--- config.mk ---
export PLATFORM = sky130hd
export DESIGN_NAME = rom_burst_reader
export DESIGN_NICKNAME = d
export VERILOG_FILES = /design/src/rtl/rom_burst_reader.sv
export SDC_FILE = /design/constraint.sdc
export NUM_CORES = 1
export LEC_CHECK = 0
export CAP_MARGIN = 0
export CORE_MARGIN = 5
export CORE_UTILIZATION = 40
export CTS_CLUSTER_SIZE = 24
export DETAILED_ROUTE_END_ITERATION = 6
export SLEW_MARGIN = 20
export SYNTH_ARGS = -nofsm -noshare
export SYNTH_HDL_FRONTEND = slang
export SYNTH_SLANG_ARGS = --single-unit
--- constraint.sdc ---
create_clock -name clk -period 5.2 [get_ports clk]
set_input_delay 1.56 -clock clk [delete_from_list [all_inputs] [get_ports clk]]
set_output_delay 1.56 -clock clk [all_outputs]
set_load 0.005 [all_outputs]
--- src/rtl/rom_burst_reader.sv ---
// Burst read master for a single-port synchronous ROM: issues wrapped read addresses,
// captures the registered ROM output and streams it out through a 4-entry valid/ready buffer.
module rom_burst_reader #(
    parameter int WIDTH     = 8,
    parameter int DEPTH     = 16,
    parameter int DEPTH_LOG = $clog2(DEPTH)
) (
    input  logic                 clk,
    input  logic                 rst,
    input  logic                 start,
    input  logic [DEPTH_LOG-1:0] start_addr,
    input  logic [DEPTH_LOG:0]   len,
    output logic                 busy,
    output logic                 done,
    output logic [DEPTH_LOG-1:0] rom_addr,
    input  logic [WIDTH-1:0]     rom_data,
    output logic [WIDTH-1:0]     m_data,
    output logic                 m_valid,
    input  logic                 m_ready
);

    localparam int BUF_DEPTH = 4;

    typedef enum logic [1:0] {
        IDLE = 2'd0,
        RUN  = 2'd1,
        FIN  = 2'd2
    } state_t;

    state_t                 state_reg, state_next;
    logic [DEPTH_LOG-1:0]   rom_addr_reg, rom_addr_next;
    logic [1:0]             vld_reg, vld_next;
    logic [DEPTH_LOG:0]     remaining_reg, remaining_next;
    logic [DEPTH_LOG:0]     xfer_reg, xfer_next;
    logic [1:0]             wr_ptr_reg, rd_ptr_reg;
    logic [2:0]             count_reg;
    logic [2:0]             inflight;
    logic                   push;
    logic                   pop;
    logic [BUF_DEPTH-1:0][WIDTH-1:0] entry_word;

    assign push     = vld_reg[1];
    assign m_valid  = (count_reg != 3'd0);
    assign pop      = m_valid && m_ready;
    assign inflight = {2'b00, vld_reg[1]} + {2'b00, vld_reg[0]};

    assign busy     = (state_reg == RUN);
    assign done     = (state_reg == FIN);
    assign rom_addr = rom_addr_reg;
    assign m_data   = m_valid ? entry_word[rd_ptr_reg] : '0;

    // Next-state and read-issue logic; credits count buffered plus in-flight words.
    always_comb begin
        state_next     = state_reg;
        rom_addr_next  = rom_addr_reg;
        vld_next       = {vld_reg[0], 1'b0};
        remaining_next = remaining_reg;
        xfer_next      = pop ? (xfer_reg - (DEPTH_LOG+1)'(1)) : xfer_reg;

        case (state_reg)
            IDLE, FIN: begin
                if (state_reg == FIN) begin
                    state_next = IDLE;
                end
                if (start) begin
                    xfer_next = len;
                    if (len == '0) begin
                        state_next     = FIN;
                        remaining_next = '0;
                    end else begin
                        state_next     = RUN;
                        rom_addr_next  = start_addr;
                        vld_next[0]    = 1'b1;
                        remaining_next = len - (DEPTH_LOG+1)'(1);
                    end
                end
            end
            RUN: begin
                if ((remaining_reg != '0) && ((count_reg + inflight) < 3'd4)) begin
                    rom_addr_next  = rom_addr_reg + DEPTH_LOG'(1);
                    vld_next[0]    = 1'b1;
                    remaining_next = remaining_reg - (DEPTH_LOG+1)'(1);
                end
                if (pop && (xfer_reg == (DEPTH_LOG+1)'(1))) begin
                    state_next = FIN;
                end
            end
            default: begin
                state_next = IDLE;
            end
        endcase
    end

    always_ff @(posedge clk) begin
        if (rst) begin
            state_reg     <= IDLE;
            rom_addr_reg  <= '0;
            vld_reg       <= '0;
            remaining_reg <= '0;
            xfer_reg      <= '0;
            wr_ptr_reg    <= '0;
            rd_ptr_reg    <= '0;
            count_reg     <= '0;
        end else begin
            state_reg     <= state_next;
            rom_addr_reg  <= rom_addr_next;
            vld_reg       <= vld_next;
            remaining_reg <= remaining_next;
            xfer_reg      <= xfer_next;
            if (push) begin
                wr_ptr_reg <= wr_ptr_reg + 2'd1;
            end
            if (pop) begin
                rd_ptr_reg <= rd_ptr_reg + 2'd1;
            end
            case ({push, pop})
                2'b10:   count_reg <= count_reg + 3'd1;
                2'b01:   count_reg <= count_reg - 3'd1;
                default: count_reg <= count_reg;
            endcase
        end
    end

    // Buffer entries; a write and a pop in the same cycle touch different slots.
    generate
        for (genvar gi = 0; gi < BUF_DEPTH; gi++) begin : g_entry
            logic [WIDTH-1:0] entry_reg;
            always_ff @(posedge clk) begin
                if (rst) begin
                    entry_reg <= '0;
                end else if (push && (wr_ptr_reg == 2'(gi))) begin
                    entry_reg <= rom_data;
                end
            end
            assign entry_word[gi] = entry_reg;
        end
    endgenerate

endmodule

# After elaboration in Yosys (flattened, before gate mapping)
# Cells that the tools add are included.
[classes] muxes=24 order_cmp=2 addsub=10 reduce_logical=18 n_eq_ne=13
[op_table] operator="5-bit two-way mux" count=6
[op_table] operator="8-bit binary-select mux with 2-bit select" count=1
[op_table] operator="8-bit two-way mux" count=2
[op_table] operator="5-bit by 1-bit subtractor with 5-bit output (second input constant)" count=3
[op_table] operator="4-bit two-way mux" count=3
[op_table] operator="5-bit case mux with 2 select lines" count=1
[op_table] operator="2-bit == test (second input constant)" count=4
[op_table] operator="2-bit two-way mux" count=4
[op_table] operator="4-bit case mux with 2 select lines" count=1
[op_table] operator="1-bit logical AND" count=7
[op_table] operator="2-bit by 1-bit == test with 1-bit output (second input constant)" count=3
[op_table] operator="3-bit case mux with 2 select lines" count=1
[op_table] operator="5-bit by 1-bit == test with 1-bit output (second input constant)" count=1
[op_table] operator="5-bit zero test" count=1
[op_table] operator="5-bit nonzero test" count=1
[op_table] operator="2-bit by 1-bit adder with 2-bit output (second input constant)" count=2
[op_table] operator="4-bit by 1-bit adder with 4-bit output (second input constant)" count=1
[op_table] operator="2-bit zero test" count=2
[op_table] operator="2-bit by 1-bit != test with 1-bit output (second input constant)" count=2
[op_table] operator="2-bit != test (second input constant)" count=2
[op_table] operator="2-bit case mux with 2 select lines" count=1
[op_table] operator="4-bit AND reduction" count=1
[op_table] operator="2-bit nonzero test" count=2
[op_table] operator="3-bit by 1-bit adder with 3-bit output (second input constant)" count=1
[op_table] operator="12 further kinds" count=14
[totals] out_inout_bits=15 register_bits=57

# Longest topological paths before layout
[logic_depth] word_depth=6 ltp_mapped=10 ltp_nobuf=8

# Worst setup path before layout
# No wires, ideal clock.
[synth_timing] kind="input to register" startpoint="input m_ready" endpoint="register count_reg[2]" setup_slack_ns=2.170 arrival_ns=2.960 cell_stages=8 setup_time_ns=0.070 required_time_ns=5.130 cell_sequence="and2_1 -> buf_4 -> ha_1 -> inv_1 -> fa_1 -> xor2_1 -> or3_1 -> a21oi_1"
[synth_via] elab_chain_cells=3
[synth_rtl] element="from (decl)" line="19" source="input logic m_ready"
[synth_rtl] element="1-bit logical AND *" line="44" source="assign pop = m_valid && m_ready;"
[synth_rtl] element="net pop" line="39" source="logic pop;"
[synth_rtl] element="2-bit by 1-bit == test with 1-bit output / 2-bit == test (equally long branches)" line="116" source="case ({push, pop})"
[synth_rtl] element="3-bit case mux with 2 select lines / 2-bit nonzero test (equally long branches)"
[synth_rtl] element="to (signal assigned)" line="117" source="2'b10: count_reg <= count_reg + 3'd1;"
[synth_rtl] element="to (signal assigned)" line="118" source="2'b01: count_reg <= count_reg - 3'd1;"
[synth_rtl] element="to (signal assigned)" line="119" source="default: count_reg <= count_reg;"
[synth_rtl] element="to (decl)" line="36" source="logic [2:0] count_reg;"
# The timed path passes the listed nets; every way through them passes the cells marked *.
# A chain may end at the register's enable or synchronous reset.

# Final worst setup path
[layout_timing] startpoint="register rd_ptr_reg[1]" endpoint="output m_data[4]"
[layout_via] elab_chain_cells=3
[layout_rtl] element="from (decl)" line="35" source="logic [1:0] wr_ptr_reg, rd_ptr_reg;"
[layout_rtl] element="from (signal assigned)" line="114" source="rd_ptr_reg <= rd_ptr_reg + 2'd1;"
[layout_rtl] element="8-bit binary-select mux with 2-bit select" line="50" source="assign m_data = m_valid ? entry_word[rd_ptr_reg] : '0;"
[layout_rtl] element="8-bit two-way mux (implied by the code)" line="50"
[layout_rtl] element="8-bit two-way mux" line="50"
[layout_rtl] element="to (decl)" line="17" source="output logic [WIDTH-1:0] m_data,"
# No other way between the ends. The select of a mux whose other input is x is not followed.

==> results.sh <==
export IMPL_netlist_top_cells_area="dfxtp_1, a21oi_1, nand2_1"
export IMPL_outcome="completed"
export IMPL_crit_path_end_kind="output port"
export IMPL_grt_pass1_vias=2321
export IMPL_drtPass1Iterations=4
export IMPL_worstMarginPinSlew_ns=0.598
export IMPL_ctsHtreeMaxLevel=3
export IMPL_areaGrowthSynthToFinish_pct=19.6
export IMPL_worst_path_max_delay_cell="dfxtp_1"
export IMPL_fin_nets=389
export IMPL_setup_viol=0
export IMPL_cp_required_ns=3.64
export IMPL_cts_hold_buffers=0
export IMPL_synth_area_um2=2850
export IMPL_finalHoldViolCount=0
export IMPL_synth_nets=361
export IMPL_cts_root_buf="clkbuf_8"
export IMPL_synth_cell_types=45
export IMPL_wl_per_cell_um=14.4
export IMPL_clk_pin_slew_worst_paths_ns=0.07
export IMPL_grt_pass1_wl_mm=11.2
export IMPL_largest_register_ffs=32
export IMPL_cts_resized=0
export IMPL_slew_viol_final=0
export IMPL_synth_edf_count=0
export IMPL_setup_tns_ns=0
export IMPL_syn_area_per_cell_um2=8.68
export IMPL_routed_wl_mm=6.56
export IMPL_mostFrequentLayoutCell="dfxtp_1"
export IMPL_synth_seq_area_share_pct=40.1
export IMPL_skew_ns=0.00745
export IMPL_crit_path_max_incr_delay_ns=0.70
export IMPL_max_slew_margin_rel_pct=60.1
export IMPL_synth_seq_cells=57
export IMPL_worstPathCellList="mux4_2, and2_1, clkdlybuf4s50_1"
export IMPL_place_port_buffers=35
export IMPL_start_util_pct=41.4
export IMPL_clkLatencyLatePin_ns=0.33
export IMPL_peakVddDrop_mv=0.135
export IMPL_synth_top_family_by_area="simple AND/OR/NAND/NOR gates"
export IMPL_grt_max_degree=59
export IMPL_synth_top_area_share_pct=40.1
export IMPL_total_leakage_power_nw=1.18
export IMPL_fin_util_pct=49.6
export IMPL_clkSinkCount=57
export IMPL_final_period_utilization_pct=72.6
export IMPL_crit_family="flip-flops"
export IMPL_synth_ff_type="dfxtp_1"
export IMPL_core_area_um2=6870
export IMPL_postCtsSetupBuffers=0
export IMPL_synth_adder_area_share_pct=5.54
export IMPL_drtIter0Drc=95
export IMPL_diodes=0
export IMPL_synth_simple_area_share_pct=22.1
export IMPL_async_flop_share_pct=0
export IMPL_dpl_hpwl_mm=4.34
export IMPL_crit_type="reg -> out"
export IMPL_maxCapViolations=0
export IMPL_hp_class="reg -> reg"
export IMPL_cts_path_max_buffers=2
export IMPL_cp_data_arrival_time_ns=2.22
export IMPL_synth_compound_area_share_pct=15.0
export IMPL_gp_congestion=0.766
export IMPL_period_minus_slack_ns=3.78
export IMPL_r2r_cells=8
export IMPL_rsz0062_at_grt="false"
export IMPL_crit_buf_inv=1
export IMPL_timing_fmax_ghz=0.265
export IMPL_start_kind="flop"
export IMPL_cts_tree="done"
export IMPL_yosysWarningCount=0
export IMPL_path_max_fanout=9
export IMPL_drive_above_1_share_pct=9.70
export IMPL_synthCells=328
export IMPL_num_vias=2355
export IMPL_ant_nets=0
export IMPL_antenna_found_initial=0
export IMPL_num_rows=30
export IMPL_track_usage_pct=16.1
export IMPL_pin_count=36
export IMPL_die_area_um2=8900
export IMPL_die_w_um=94.4
export IMPL_cts_buffers=9
export IMPL_overflow=0
export IMPL_netlist_top_cell_by_area="dfxtp_1"
export IMPL_synthXorXnorAreaFrac_pct=3.69
export IMPL_synth_mux_area_share_pct=7.74
export IMPL_power_density_nw_per_um2=341
export IMPL_min_path_cells=2
export IMPL_die_h_um=94.4
export IMPL_drc=0
export IMPL_cp_depth=3
export IMPL_final_cell_mix="dfxtp_1, nand2_1, a21oi_1"
export IMPL_vias_per_cell=5.15
## tightest hold or removal path, stage by stage (launching register included)
cell     delay, ns
dfxtp_1       0.31
nand2_1       0.05
a21oi_1       0.05
## worst paths after layout
path | start | end | slack, ns
setup / recovery | rd_ptr_reg[1] | m_data[4] | 1.42
hold / removal | g_entry[1].entry_reg[2] | g_entry[1].entry_reg[2] | 0.45
setup reg to reg | count_reg[1] | count_reg[2] | 2.65
hold reg to reg | g_entry[1].entry_reg[2] | g_entry[1].entry_reg[2] | 0.45
## area by class of cell
class / instances / area (µm²)
Clock inverter: 5 / 31.3
Clock buffer: 11 / 141
Inverter: 16 / 60.1
Sequential cell: 57 / 1140
Multi-Input combinational cell: 235 / 1540
Fill cell: 676 / 3460
Timing Repair Buffer: 37 / 373
Tap cell: 96 / 120
## Yosys cell counts, drive strengths merged, types with 3 or more instances
cell and instances:
dfxtp 57, nand2 51, a21oi 44, nand3 37
nor2 17, inv 15, clkbuf 13, ha 11
and2 10, mux4 8, a211oi 7, buf 7
xnor2 6, xor2 6, mux2i 4, nor3 3
o22ai 3, or3 3
## stage by stage
stage / hold slack (ns) / instances / worst slack, ns / area (µm²) / power, W
floorplan: 0.421 / 328 / 2.17 / 2850 / 0.000723
global placement: 0.439 / 440 / 1.52 / 3210 / 0.000810
detailed placement: 0.447 / 440 / 1.48 / 3210 / 0.000812
CTS: 0.456 / 456 / 1.38 / 3390 / 0.00117
global route: 0.472 / 457 / 1.28 / 3410 / 0.00123
finish: 0.454 / 457 / 1.42 / 3410 / 0.00116
## layer usage
| metal | up-vias | part of all wire (%) | track usage (%) |
|---|---|---|---|
| li1 | 1191 | - | - |
| met1 | 1094 | 49 | 22.1 |
| met2 | 59 | 45 | 23.6 |
| met3 | 11 | 4.3 | 3.59 |
| met4 | 0 | 1.7 | 8.06 |
| met5 | - | 0 | 0 |
## cell families (layout without fill, tap and decap cells)
group | after synthesis | in the layout
simple gates | 132 | 132
compound gates | 67 | 67
flops | 57 | 57
buf+inv | 36 | 69
fa+ha+maj | 12 | 12
xor+xnor | 12 | 12
mux | 12 | 12
## report_power, final
group,switching (W),internal [W]
combinational,0.000149,0.000135
clock,0.000175,0.000184
sequential,0.0000455,0.000471
Power figures use the tool's default switching activity.
